`config.mk`:
```
export PLATFORM = sky130hd
export DESIGN_NAME = act_vector_loader
export DESIGN_NICKNAME = d
export VERILOG_FILES = /design/src/rtl/act_vector_loader_pkg.sv /design/src/rtl/act_hold_timer.sv /design/src/rtl/act_vector_loader.sv
export SDC_FILE = /design/constraint.sdc
export NUM_CORES = 1
export LEC_CHECK = 0
export ABC_CLOCK_PERIOD_IN_PS = 2500
export CELL_PAD_IN_SITES_DETAIL_PLACEMENT = 1
export CELL_PAD_IN_SITES_GLOBAL_PLACEMENT = 1
export CORE_ASPECT_RATIO = 1.4
export CORE_UTILIZATION = 30
export DETAILED_ROUTE_END_ITERATION = 12
export HOLD_SLACK_MARGIN = 0.06
export PLACE_DENSITY_LB_ADDON = 0.1
export REMOVE_ABC_BUFFERS = 1
export SLEW_MARGIN = 5
export SYNTH_ARGS = -nofsm -noshare
export SYNTH_HDL_FRONTEND = slang
export SYNTH_SLANG_ARGS = --single-unit
```
`constraint.sdc`:
```
create_clock -name clk -period 2.5 [get_ports clk]
set_input_delay 0.625 -clock clk [delete_from_list [all_inputs] [get_ports clk]]
set_output_delay 0.625 -clock clk [all_outputs]
set_load 0.05 [all_outputs]
```
`src/rtl/act_vector_loader_pkg.sv`:
```
// Shared defaults, output-side state encoding and bus packing helper for the
// activation vector loader.
package act_vector_loader_pkg;

  localparam int DATA_W_DEF      = 8;
  localparam int N_IN_DEF        = 15;
  localparam int HOLD_CYCLES_DEF = 3;

  typedef enum logic {
    OUT_IDLE = 1'b0,
    OUT_HOLD = 1'b1
  } out_state_e;

  // Bit offset of element idx on the parallel activation bus.
  function automatic int elem_offset(input int idx, input int width);
    return idx * width;
  endfunction

endpackage

```
`src/rtl/act_hold_timer.sv`:
```
// Loadable down-counter that spans the node pipeline latency: load starts a
// hold, expire pulses for one cycle when the node outputs become valid.
module act_hold_timer
  import act_vector_loader_pkg::*;
#(
  parameter int HOLD_CYCLES = HOLD_CYCLES_DEF
) (
  input  logic clk,
  input  logic reset,
  input  logic load,
  output logic busy,
  output logic swap_ok,
  output logic expire
);

  localparam int CW = $clog2(HOLD_CYCLES + 1);

  out_state_e      state_q, state_d;
  logic [CW-1:0]   count_q, count_d;
  logic            expire_d;

  always_ff @(posedge clk or negedge reset) begin
    if (!reset) begin
      state_q <= OUT_IDLE;
      count_q <= '0;
      expire  <= 1'b0;
    end else begin
      state_q <= state_d;
      count_q <= count_d;
      expire  <= expire_d;
    end
  end

  always_comb begin
    state_d  = state_q;
    count_d  = count_q;
    expire_d = 1'b0;
    case (state_q)
      OUT_IDLE: begin
        if (load) begin
          state_d = OUT_HOLD;
          count_d = CW'(HOLD_CYCLES);
        end
      end
      OUT_HOLD: begin
        count_d = count_q - CW'(1);
        // Last decrement: outputs are valid in the cycle after this edge.
        if (count_q == CW'(1)) begin
          state_d  = OUT_IDLE;
          expire_d = 1'b1;
        end
      end
      default: state_d = OUT_IDLE;
    endcase
  end

  assign busy    = (state_q == OUT_HOLD);
  assign swap_ok = (state_q == OUT_IDLE);

endmodule

```
`src/rtl/act_vector_loader.sv`:
```
// Serial-to-parallel activation feeder: fills one vector while the previous
// one is held stable on a_bus for the node pipeline latency.
module act_vector_loader
  import act_vector_loader_pkg::*;
#(
  parameter int N_IN        = N_IN_DEF,
  parameter int DATA_W      = DATA_W_DEF,
  parameter int HOLD_CYCLES = HOLD_CYCLES_DEF
) (
  input  logic                     clk,
  input  logic                     reset,
  input  logic [DATA_W-1:0]        s_data,
  input  logic                     s_valid,
  input  logic                     s_last,
  output logic                     s_ready,
  output logic [N_IN*DATA_W-1:0]   a_bus,
  output logic                     vec_valid,
  output logic                     res_valid,
  output logic                     len_err,
  output logic                     out_state
);

  localparam int             IW       = (N_IN > 1) ? $clog2(N_IN) : 1;
  localparam logic [IW-1:0]  LAST_IDX = IW'(N_IN - 1);

  // Handshake: a beat transfers on a rising edge where s_valid and s_ready
  // are both high; s_ready comes straight from a flop and never looks at s_valid.
  logic [N_IN*DATA_W-1:0] fill_q;
  logic [IW-1:0]          idx_q;
  logic                   fill_full_q;
  logic                   accept, vec_end, swap, swap_ok, busy;

  assign s_ready = ~fill_full_q;
  assign accept  = s_valid & s_ready;
  assign vec_end = s_last | (idx_q == LAST_IDX);
  assign swap    = fill_full_q & swap_ok;

  always_ff @(posedge clk or negedge reset) begin
    if (!reset) begin
      fill_q      <= '0;
      idx_q       <= '0;
      fill_full_q <= 1'b0;
      a_bus       <= '0;
      vec_valid   <= 1'b0;
      len_err     <= 1'b0;
    end else begin
      vec_valid <= 1'b0;
      len_err   <= 1'b0;
      if (accept) begin
        for (int i = 0; i < N_IN; i++) begin
          if (IW'(i) == idx_q)
            fill_q[elem_offset(i, DATA_W) +: DATA_W] <= s_data;
          else if (s_last && (IW'(i) > idx_q))
            fill_q[elem_offset(i, DATA_W) +: DATA_W] <= '0;
        end
        if (vec_end) begin
          fill_full_q <= 1'b1;
          idx_q       <= '0;
          // Early s_last or a missing one both close the vector but flag it.
          len_err     <= (idx_q != LAST_IDX) | ~s_last;
        end else begin
          idx_q <= idx_q + 1'b1;
        end
      end
      // accept needs fill_full_q low and swap needs it high, so they never collide.
      if (swap) begin
        a_bus       <= fill_q;
        fill_full_q <= 1'b0;
        vec_valid   <= 1'b1;
      end
    end
  end

  act_hold_timer #(
    .HOLD_CYCLES (HOLD_CYCLES)
  ) u_hold_timer (
    .clk     (clk),
    .reset   (reset),
    .load    (swap),
    .busy    (busy),
    .swap_ok (swap_ok),
    .expire  (res_valid)
  );

  assign out_state = busy;

endmodule

```
==> results.tsv, run 1 <==
stage	metric	value	unit
routing	drc	0	
cells_and_area	multi_input_area	3240	um2
worst_setup_path	cp_top_family	buffers and inverters	
worst_setup_path	max_stage_delay	0.83	ns
cells_and_area	n_antenna_cell	0	
worst_setup_path	cp.depth	1	
floorplanning	dieWidth	155	um
cells_and_area	final_common_cell	dfrtp_1	
worst_setup_path	crit_path_start_kind	register	
synthesis	ys_ff_latch	251	
hold_path	min_path_type	reg2reg	
hold_path	min_delay_worst_endpoint	a_bus[110]$_DFFE_PN0P_	
floorplanning	die_area	33600	um2
synthesis	synthesis.area	9850	um2
placed_design	placedCellCount	1284	
timing	finalHoldViolations	0	
worst_setup_path	worstPathRequired	1.88	ns
power_and_ir_drop	p_per_area	1180	nW/um2
worst_setup_path	worst-path-max-fanout	2	
synthesis	async_reset_ff_share	100	%
worst_setup_path	crit_slowest_cell	clkdlybuf4s50_1	
clocking	clock_path_buffers	3	
power_and_ir_drop	switching_share	38.1	%
grt	grt_pass1_wl	43.4	mm
cells_and_area	n_fill_cell	3404	
clocking	cts_resized	0	
timing	worst_pin_slew	0.818	ns
power_and_ir_drop	p_leak	5.89	nW
cells_and_area	final_cells	1323	
power_and_ir_drop	combPwrFrac	37.7	%
clocking	cts_max_level	1	
timing	fin_crit	2.40	ns
power_and_ir_drop	internal_power	9.28	mW
floorplanning	core-area	32400	um2
routing	avgViaCountPerCell	4.77	
hold_path	hold_path_depth	2	
timing	fmax	417	MHz
power_and_ir_drop	fin_total_pwr	15.0	mW
worst_setup_path	worstSetupPathType	reg2out	
cells_and_area	final_util	39.2	%
grt	antenna_found_initial	0	
timing	relSlewSlack	45.4	%
clocking	root_buffer	clkbuf_16	
cells_and_area	areaGrowthSynthToFinish	28.8	%
timing	setup_viol	0	
floorplanning	initial_utilization	30.4	%
synthesis	synthCells	713	
floorplanning	die_h	216	um
cells_and_area	layout_common_cells	dfrtp_1, clkdlybuf4s50_1, mux2_2	
worst_setup_path	r2r_cells	6	
clocking	cts.reportedPaths.clkPinSlew	0.07	ns
power_and_ir_drop	p_switching	5.72	mW
routing	post_drt_wl_per_cell	20.2	um
cells_and_area	drive_above_1_share	23.2	%
worst_setup_path	setup.worst_path.end_class	primary output	
power_and_ir_drop	seq_power_share	38.7	%
grt	grtUsageTotal	16.8	%
hold_path	holdCritStartpoint	a_bus[110]$_DFFE_PN0P_	
floorplanning	io_pins	137	
routing	vias	6309	
placed_design	port_buffers	136	
synthesis	ys.flop_type	dfrtp_1	
routing	final_antenna_net_count	0	
worst_setup_path	worstReg2RegEnd	fill_q[1]$_DFFE_PN0P_	
timing	tns	0	ns
synthesis	yosysWarnings	0	
synthesis	ys_seq_area_share	63.8	%
clocking	cts_tree	yes	
cells_and_area	final_nets	889	
grt	grt_max_degree	69	
timing	final-max-slew-violation-count	0	
timing	finalCritPeriodShare	95.9	%
routing	drt_pre_antenna_iters	4	
timing	clock_skew	0.0172	ns
worst_setup_path	critical_path.n_buffers_inverters	1	
clocking	insertion_delay	0.53	ns
cells_and_area	ff_latch_area	6280	um2
power_and_ir_drop	clock_power_share	23.6	%
flow_run	drv_cap	0	
grt	overflow	0	
worst_setup_path	cp.arrival	1.77	ns
routing	drt_iter0_drc	171	
worst_setup_path	cp_cell_sequence	clkdlybuf4s50_1	
clocking	cts_made_buffers	25	
power_and_ir_drop	irDropWorstVdd	0.538	mV
clocking	clock-sinks	251	
timing	hold-worst-slack	0.481	ns
placed_design	gp_congestion	0.777	
timing	rsz0062_at_grt	false	
routing	finalWirelength	26.7	mm
worst_setup_path	reg2reg_slack	0.47	ns
run_status	status	complete, no violations	
synthesis	synth_edf_count	0	
worst_setup_path	r2r_start	idx_q[1]$_DFFE_PN0P_	
floorplanning	placementRows	78	
placed_design	hpwl	17.3	mm
synthesis	avgSynthCellArea	13.8	um2
synthesis	synth_cell_type_count	48	
grt	grt_pass1_vias	7149	
==> sequential cells by signal, indices dropped and copies added (netlist names) <==
register              count
fill_full_q               1
len_err                   1
u_hold_timer.expire       1
u_hold_timer.count_q      2
idx_q                     4
u_hold_timer.busy         1
vec_valid                 1
fill_q                  120
a_bus                   120
==> kinds of logic after synthesis <==
logic type                 synth area share, %
and+or+nand+nor                           5.98
DFF                                       63.8
adders and majority gates                0.635
buffers and inverters                     3.49
muxes                                     15.4
AOI/OAI and AO/OA                         10.8
==> through the flow <==
stage	setup slack, ns	instance area (um2)
6_report	0.102	12700
5_1_grt	0.0626	12700
3_5_place_dp	0.0332	11900
4_1_cts	0.0654	12700
3_3_place_gp	0.0898	11900
2_1_floorplan	-1.89	9620
==> what timing repair did <==
item	4_1_cts	5_1_grt
hold buffers	1	0
setup buffers	0	0
endpoints found under the hold margin	51	0
==> worst max-delay path by stage <==
stage	start	to	slack, ns
finish	a_bus[46]$_DFFE_PN0P_	a_bus[46]	0.10
global route	a_bus[94]$_DFFE_PN0P_	a_bus[94]	0.06
CTS	a_bus[46]$_DFFE_PN0P_	a_bus[46]	0.07
detailed placement	s_valid	fill_q[1]$_DFFE_PN0P_	0.03
global placement	s_valid	fill_q[2]$_DFFE_PN0P_	0.09
floorplan	u_hold_timer.busy$_DFF_PN0_	a_bus[0]$_DFFE_PN0P_	-1.89
==> power by group through the flow <==
stage               logic [mW]  registers (mW)  clock network [mW]
floorplan                 1.82            7.61                   0
global placement          5.58            5.85                   0
detailed placement        5.70            5.90                   0
CTS                       5.73            5.84                3.67
global route              6.00            5.97                3.84
finish                    5.65            5.81                3.54
==> cell type report <==
cell class              instances  share of cell area (%)
clock inverters                 2                  0.0789
flip-flops and latches        251                    49.5
inverters                      30                   0.887
well taps                     440                    4.34
repair buffers                180                    13.9
multi-input cells             384                    25.5
clock buffers                  36                    5.81
==> metal layers <==
metal | vias up | GRT usage, % | part of all wire [%]
met5 | - | 0 | 0
met4 | 0 | 5.41 | 2.2
met3 | 29 | 2.54 | 3.4
met2 | 112 | 29.4 | 52
met1 | 3321 | 21.2 | 43
li1 | 2847 | - | -
==> cell usage after synthesis, drive strengths merged (2+ instances only) <==
cell type | number | share of area (%)
dfrtp | 251 | 64
and3 | 2 | 0.13
mux2 | 113 | 13
a21oi | 2 | 0.10
and4bb | 2 | 0.25
nand4 | 8 | 0.51
inv | 30 | 1.1
buf | 28 | 1.6
and2 | 7 | 0.44
nand3 | 4 | 0.20
nor2b | 7 | 0.44
nor2 | 4 | 0.15
mux2i | 24 | 2.4
o211ai | 8 | 0.61
ha | 5 | 0.64
nand2 | 56 | 2.1
nor3b | 3 | 0.28
nor3 | 4 | 0.48
a22oi | 2 | 0.25
clkbuf | 20 | 0.76
o21ai | 33 | 1.7
a22o | 73 | 6.5
a32oi | 9 | 0.80
nand2b | 3 | 0.19
(Power assumes the default switching activity.)
==> run 2: changes to the inputs <==
--- a/config.mk
+++ b/config.mk
@@ -10,6 +10,7 @@
 export CELL_PAD_IN_SITES_GLOBAL_PLACEMENT = 1
 export CORE_ASPECT_RATIO = 1.4
 export CORE_UTILIZATION = 30
+export CTS_BUF_LIST = sky130_fd_sc_hd__clkbuf_2 sky130_fd_sc_hd__clkbuf_4 sky130_fd_sc_hd__clkbuf_8
 export DETAILED_ROUTE_END_ITERATION = 12
 export HOLD_SLACK_MARGIN = 0.06
 export PLACE_DENSITY_LB_ADDON = 0.1
==> run 2 against run 1 <==
- sequential power barely moved
- highest routed layer unchanged
- global-route usage up 0.23 points
- power is 2.5% higher
- sequential share of layout area fell by 0.62 points
- register-to-register slack better by 0.03 ns
==> results.tsv, run 2 (same netlist as run 1, synthesis figures left out) <==
stage	metric	value	unit	change
timing	fmax	416	MHz	-0.24%
worst_setup_path	cp_top_family	buffers and inverters		
floorplanning	core-area	32400	um2	unchanged
power_and_ir_drop	p_per_area	1200	nW/um2	+1.3%
worst_setup_path	worst-path-max-fanout	2		unchanged
cells_and_area	n_antenna_cell	0		unchanged
clocking	insertion_delay	0.56	ns	+0.03 ns
worst_setup_path	cp.depth	1		unchanged
timing	setup_viol	0		unchanged
timing	final-max-slew-violation-count	0		unchanged
power_and_ir_drop	combPwrFrac	36.7	%	-1.0 points
clocking	root_buffer	clkbuf_8		
timing	relSlewSlack	46.4	%	+0.94 points
worst_setup_path	r2r_start	idx_q[1]$_DFFE_PN0P_		
clocking	cts_made_buffers	41		+64%
cells_and_area	drive_above_1_share	26.5	%	+3.3 points
routing	finalWirelength	26.9	mm	+0.73%
clocking	post-cts-setup-buffers	0		unchanged
timing	worst_pin_slew	0.804	ns	-0.0141 ns
floorplanning	die_area	33600	um2	unchanged
power_and_ir_drop	irDropWorstVdd	0.585	mV	+8.6%
timing	fin_crit	2.40	ns	+0.00576 ns
routing	final_antenna_net_count	0		unchanged
worst_setup_path	setup.worst_path.end_class	primary output		
floorplanning	placementRows	78		unchanged
routing	avgViaCountPerCell	4.74		-0.57%
cells_and_area	layout_common_cells	dfrtp_1, clkdlybuf4s50_1, mux2_2		
placed_design	placedCellCount	1284		unchanged
grt	grt_max_degree	69		unchanged
worst_setup_path	worstSetupPathType	reg2out		
power_and_ir_drop	switching_share	38.0	%	-0.13 points
power_and_ir_drop	p_switching	5.84	mW	+2.2%
routing	drt_pre_antenna_iters	4		unchanged
floorplanning	io_pins	137		unchanged
worst_setup_path	crit_slowest_cell	clkdlybuf4s50_1		
floorplanning	dieWidth	155	um	unchanged
grt	overflow	0		unchanged
cells_and_area	final_nets	905		+1.8%
worst_setup_path	cp.arrival	1.78	ns	about the same
grt	antenna_found_initial	0		unchanged
power_and_ir_drop	internal_power	9.54	mW	+2.8%
flow_run	drv_cap	0		unchanged
clocking	clock_path_buffers	3		unchanged
power_and_ir_drop	clock_power_share	25.5	%	+1.9 points
floorplanning	initial_utilization	30.4	%	unchanged
routing	vias	6434		+2.0%
worst_setup_path	worstPathRequired	1.88	ns	about the same
worst_setup_path	worstReg2RegEnd	fill_q[1]$_DFFE_PN0P_		
hold_path	min_delay_worst_endpoint	u_hold_timer.count_q[0]$_DFFE_PN0P_		
routing	post_drt_wl_per_cell	19.8	um	-1.8%
placed_design	hpwl	17.3	mm	unchanged
clocking	cts_tree	yes		
cells_and_area	final_common_cell	dfrtp_1		
clocking	cts.reportedPaths.clkPinSlew	0.06	ns	about the same
worst_setup_path	crit_path_start_kind	register		
power_and_ir_drop	p_leak	6.02	nW	+2.2%
clocking	cts_max_level	2		+1
worst_setup_path	r2r_cells	6		unchanged
placed_design	gp_congestion	0.777		unchanged
routing	drc	0		unchanged
worst_setup_path	max_stage_delay	0.83	ns	about the same
placed_design	port_buffers	136		unchanged
grt	grt_pass1_vias	7270		+1.7%
grt	grtUsageTotal	17.0	%	+0.23 points
timing	rsz0062_at_grt	false		
hold_path	hold_path_depth	1		-1
cells_and_area	final_cells	1357		+2.6%
timing	clock_skew	0.0190	ns	+0.00188 ns
grt	grt_pass1_wl	43.7	mm	+0.71%
hold_path	min_path_type	reg2reg		
timing	finalCritPeriodShare	96.1	%	+0.23 points
routing	drt_iter0_drc	222		+30%
cells_and_area	areaGrowthSynthToFinish	30.4	%	
timing	finalHoldViolations	0		unchanged
worst_setup_path	reg2reg_slack	0.50	ns	+0.03 ns
floorplanning	die_h	216	um	unchanged
run_status	status	complete, no violations		
power_and_ir_drop	seq_power_share	37.8	%	-0.9 points
cells_and_area	reg_top3	a_bus: 120 flops, fill_q: 120 flops, idx_q: 4 flops		
clocking	clock-sinks	251		unchanged
placed_design	dp_slack	0.0332	ns	unchanged
timing	setup_ws	0.0964	ns	-0.00576 ns
hold_path	holdCritStartpoint	u_hold_timer.count_q[0]$_DFFE_PN0P_		
worst_setup_path	critical_path.n_buffers_inverters	1		unchanged
worst_setup_path	cp_cell_sequence	clkdlybuf4s50_1		
run 2: cell types whose count changed in the layout (fill, tap and decap cells not counted):
cell	previous run	this run
bufinv_16	0	2
clkinvlp_4	0	1
clkdlybuf4s50_1	134	133
clkbuf_4	0	11
dlymetal6s2s_1	0	1
clkinv_2	2	5
clkbuf_1	4	0
clkbuf_8	7	53
clkbuf_16	25	0
run 2: area by class of cell:
type | instances | area (um2)
fillers | 3413 | 19600
flip-flops and latches | 251 | 6280
multi-input cells | 384 | 3240
repair buffers | 180 | 1760
clock buffers | 64 | 812
well taps | 440 | 551
inverters | 30 | 113
clock inverters | 8 | 92.6
run 2: what timing repair did:
action                     4_1_cts  5_1_grt
hold endpoints to repair        51        0
setup endpoints to repair        0        1
resized for setup                0        1
hold buffers                     1        0
run 2: per-stage QoR:
step,power [mW],cell area [um2],util [%],setup TNS (ns),hold WS (ns)
global placement,11.4,11900,36.8,0,0.468
global route,16.2,12800,39.7,0,0.519
detailed placement,11.6,11900,36.8,0,0.475
floorplan,9.42,9620,-,-226.38,0.329
finish,15.4,12800,39.7,0,0.483
CTS,15.6,12800,39.7,0,0.486
run 2: power by group through the flow:
stage	combinational [mW]	clock [mW]	sequential (mW)
finish	5.64	3.93	5.81
global route	6.00	4.26	5.97
CTS	5.73	4.09	5.84
detailed placement	5.70	0	5.90
global placement	5.58	0	5.85
floorplan	1.82	0	7.61
run 2: worst max-delay path by stage:
stage	slack, ns	endpoint	from
3_5_place_dp	0.03	fill_q[1]$_DFFE_PN0P_	s_valid
3_3_place_gp	0.09	fill_q[2]$_DFFE_PN0P_	s_valid
6_report	0.1	a_bus[46]	a_bus[46]$_DFFE_PN0P_
5_1_grt	0.04	a_bus[55]	a_bus[55]$_DFFE_PN0P_
4_1_cts	0.004	a_bus[94]	a_bus[94]$_DFFE_PN0P_
2_1_floorplan	-1.89	a_bus[0]$_DFFE_PN0P_	u_hold_timer.busy$_DFF_PN0_
run 2: routing by layer:
| metal | share of wire, % | vias up | global-route usage, % |
|---|---|---|---|
| li1 | - | 2892 | - |
| met1 | 42 | 3352 | 21.2 |
| met2 | 51 | 140 | 29.2 |
| met3 | 3.8 | 50 | 3.00 |
| met4 | 2.8 | 0 | 6.73 |
| met5 | 0 | - | 0 |
==> run 3: changes to the inputs <==
--- a/config.mk
+++ b/config.mk
@@ -9,12 +9,13 @@
 export CELL_PAD_IN_SITES_DETAIL_PLACEMENT = 1
 export CELL_PAD_IN_SITES_GLOBAL_PLACEMENT = 1
 export CORE_ASPECT_RATIO = 1.4
-export CORE_UTILIZATION = 30
+export CORE_UTILIZATION = 46
 export CTS_BUF_LIST = sky130_fd_sc_hd__clkbuf_2 sky130_fd_sc_hd__clkbuf_4 sky130_fd_sc_hd__clkbuf_8
 export DETAILED_ROUTE_END_ITERATION = 12
 export HOLD_SLACK_MARGIN = 0.06
 export PLACE_DENSITY_LB_ADDON = 0.1
 export REMOVE_ABC_BUFFERS = 1
+export SETUP_SLACK_MARGIN = 0.1
 export SLEW_MARGIN = 5
 export SYNTH_ARGS = -nofsm -noshare
 export SYNTH_HDL_FRONTEND = slang
==> run 3 against run 2 <==
- the run now ends with design-rule violations left
- sequential power is essentially flat
- design area down 3.0%
- final cell count fell by 14%
- non-clock buffer count shrank 9
- highest routed layer unchanged
==> results.tsv, run 3 (same netlist as run 1, synthesis figures left out) <==
stage	metric	value	unit	change
grt	antenna_found_initial	0		unchanged
worst_setup_path	worstSetupPathType	reg2out		
worst_setup_path	worstSetupStartpoint	a_bus[113]$_DFFE_PN0P_		
clocking	clock-sinks	251		unchanged
cells_and_area	n_fill_cell	2050		-40%
routing	vias	6352		-1.3%
timing	setup_viol	0		unchanged
worst_setup_path	r2r_start	idx_q[3]$_DFFE_PN0P_		
timing	tns	0	ns	unchanged
worst_setup_path	cp_top_family	buffers and inverters		
worst_setup_path	crit_path_start_kind	register		
power_and_ir_drop	p_leak	5.96	nW	-0.99%
run_status	status	finished with violations		
timing	clock_skew	0.0150	ns	-0.00407 ns
grt	grt_max_degree	96		+39%
run_status	failed_checks	design-rule violations		
power_and_ir_drop	p_per_area	1190	nW/um2	-0.28%
timing	finalCritPeriodShare	94.2	%	-1.9 points
routing	finalWirelength	23.8	mm	-12%
timing	final-max-slew-violation-count	0		unchanged
clocking	clock_path_buffers	3		unchanged
cells_and_area	fin_area	12500	um2	-3.0%
clocking	cts.reportedPaths.clkPinSlew	0.07	ns	about the same
timing	worst_pin_slew	0.779	ns	-0.0248 ns
cells_and_area	areaGrowthSynthToFinish	26.5	%	
worst_setup_path	worstPathRequired	1.88	ns	about the same
clocking	cts_made_buffers	39		-4.9%
grt	overflow	0		unchanged
timing	rsz0062_at_grt	false		
power_and_ir_drop	fin_total_pwr	14.9	mW	-3.3%
cells_and_area	layout_common_cells	dfrtp_1, clkdlybuf4s50_1, mux2_2		
worst_setup_path	critical_path.n_buffers_inverters	1		unchanged
routing	post_drt_wl_per_cell	20.5	um	+3.3%
timing	finalHoldViolations	0		unchanged
cells_and_area	final_nets	894		-1.2%
floorplanning	initial_utilization	46.6	%	+16 points
routing	drt_pre_antenna_iters	8		+4
cells_and_area	drive_above_1_share	25.2	%	-1.3 points
placed_design	dpl-instance-area	11600	um2	-2.4%
flow_run	drv_cap	0		unchanged
worst_setup_path	cp.arrival	1.73	ns	-0.05 ns
grt	grt_pass1_wl	39.0	mm	-11%
timing	fmax	425	MHz	+2.1%
timing	fin_crit	2.35	ns	-0.0486 ns
worst_setup_path	cp_cell_sequence	clkdlybuf4s50_1		
worst_setup_path	max_stage_delay	0.82	ns	about the same
hold_path	min_path_type	reg2reg		
clocking	post-cts-setup-buffers	0		unchanged
floorplanning	die_area	22000	um2	-34%
routing	final_antenna_net_count	0		unchanged
grt	grt_pass1_vias	6996		-3.8%
worst_setup_path	worst-path-max-fanout	2		unchanged
clocking	root_buffer	clkbuf_8		
routing	drc	6		+6
floorplanning	placementRows	63		-19%
timing	relSlewSlack	48.0	%	+1.7 points
grt	grtUsageTotal	22.8	%	+5.8 points
floorplanning	die_h	175	um	-19%
clocking	insertion_delay	0.52	ns	-0.04 ns
worst_setup_path	crit_slowest_cell	clkdlybuf4s50_1		
power_and_ir_drop	irDropWorstVdd	0.803	mV	+37%
floorplanning	core-area	21100	um2	-35%
clocking	cts_tree	yes		
floorplanning	dieWidth	126	um	-19%
cells_and_area	final_common_cell	dfrtp_1		
placed_design	gp_congestion	0.784		+0.89%
floorplanning	io_pins	137		unchanged
cells_and_area	reg_top3	a_bus: 120 flops, fill_q: 120 flops, idx_q: 4 flops		
placed_design	hpwl	15.3	mm	-12%
clocking	cts_max_level	2		unchanged
routing	drt_iter0_drc	309		+39%
cells_and_area	n_antenna_cell	0		unchanged
hold_path	holdCritStartpoint	a_bus[106]$_DFFE_PN0P_		
routing	avgViaCountPerCell	5.47		+15%
worst_setup_path	setup.worst_path.end_class	primary output		
placed_design	port_buffers	136		unchanged
==> run 3: cell count changes in the layout (fill, tap and decap cells not counted), moves of 3 or more <==
cell	change
clkbuf_8	-3
clkinv_2	-3
buf_4	-10
clkbuf_4	+3
clkdlybuf4s50_1	-3
==> run 3: layout make-up <==
| type | count | area, um2 | area share [%] |
|---|---|---|---|
| inverter | 30 | 113 | 0.904 |
| timing repair buffer | 171 | 1700 | 13.6 |
| sequential | 251 | 6280 | 50.4 |
| tap | 260 | 325 | 2.61 |
| clock buffer | 64 | 793 | 6.37 |
| multi-input combinational | 384 | 3240 | 26.0 |
| clock inverter | 2 | 10.0 | 0.0803 |
==> run 3: final timing paths <==
check / depth (start not counted) / end / slack [ns]
setup / recovery: 1 / a_bus[113] / 0.15
hold / removal: 2 / a_bus[106]$_DFFE_PN0P_ / 0.48
setup reg to reg: 5 / idx_q[2]$_DFFE_PN0P_ / 0.33
hold reg to reg: 2 / a_bus[106]$_DFFE_PN0P_ / 0.48
max in group asynchronous: 3 / a_bus[52]$_DFFE_PN0P_ / 1.17
min in group asynchronous: 2 / a_bus[56]$_DFFE_PN0P_ / 0.61
==> run 3: power by group <==
part	switching [mW]	internal, mW
clock network	1.53	1.99
registers	0.676	5.12
logic	3.46	2.09
total	5.66	9.20
==> run 3: through the flow <==
step | utilization [%] | instances | hold slack [ns] | setup WS [ns]
CTS | 58.9 | 1162 | 0.485 | 0.110
global route | 59.0 | 1162 | 0.501 | 0.102
floorplan | - | 665 | 0.329 | -1.89
detailed placement | 55.1 | 1095 | 0.471 | -0.0140
global placement | 55.1 | 1095 | 0.465 | 0.127
finish | 59.0 | 1162 | 0.478 | 0.145
==> run 3: per-layer routing <==
layer / share of wire, % / global-route usage (%)
met2: 52 / 39.2
met5: 0 / 0
met3: 4.3 / 3.80
met1: 42 / 29.4
met4: 2.1 / 7.22
==> run 3: what timing repair did <==
action	in CTS	in global routing
gates resized for setup	2	3
hold buffers	1	0
setup endpoints to repair	2	3
gates cloned	0	0
endpoints found under the hold margin	43	0
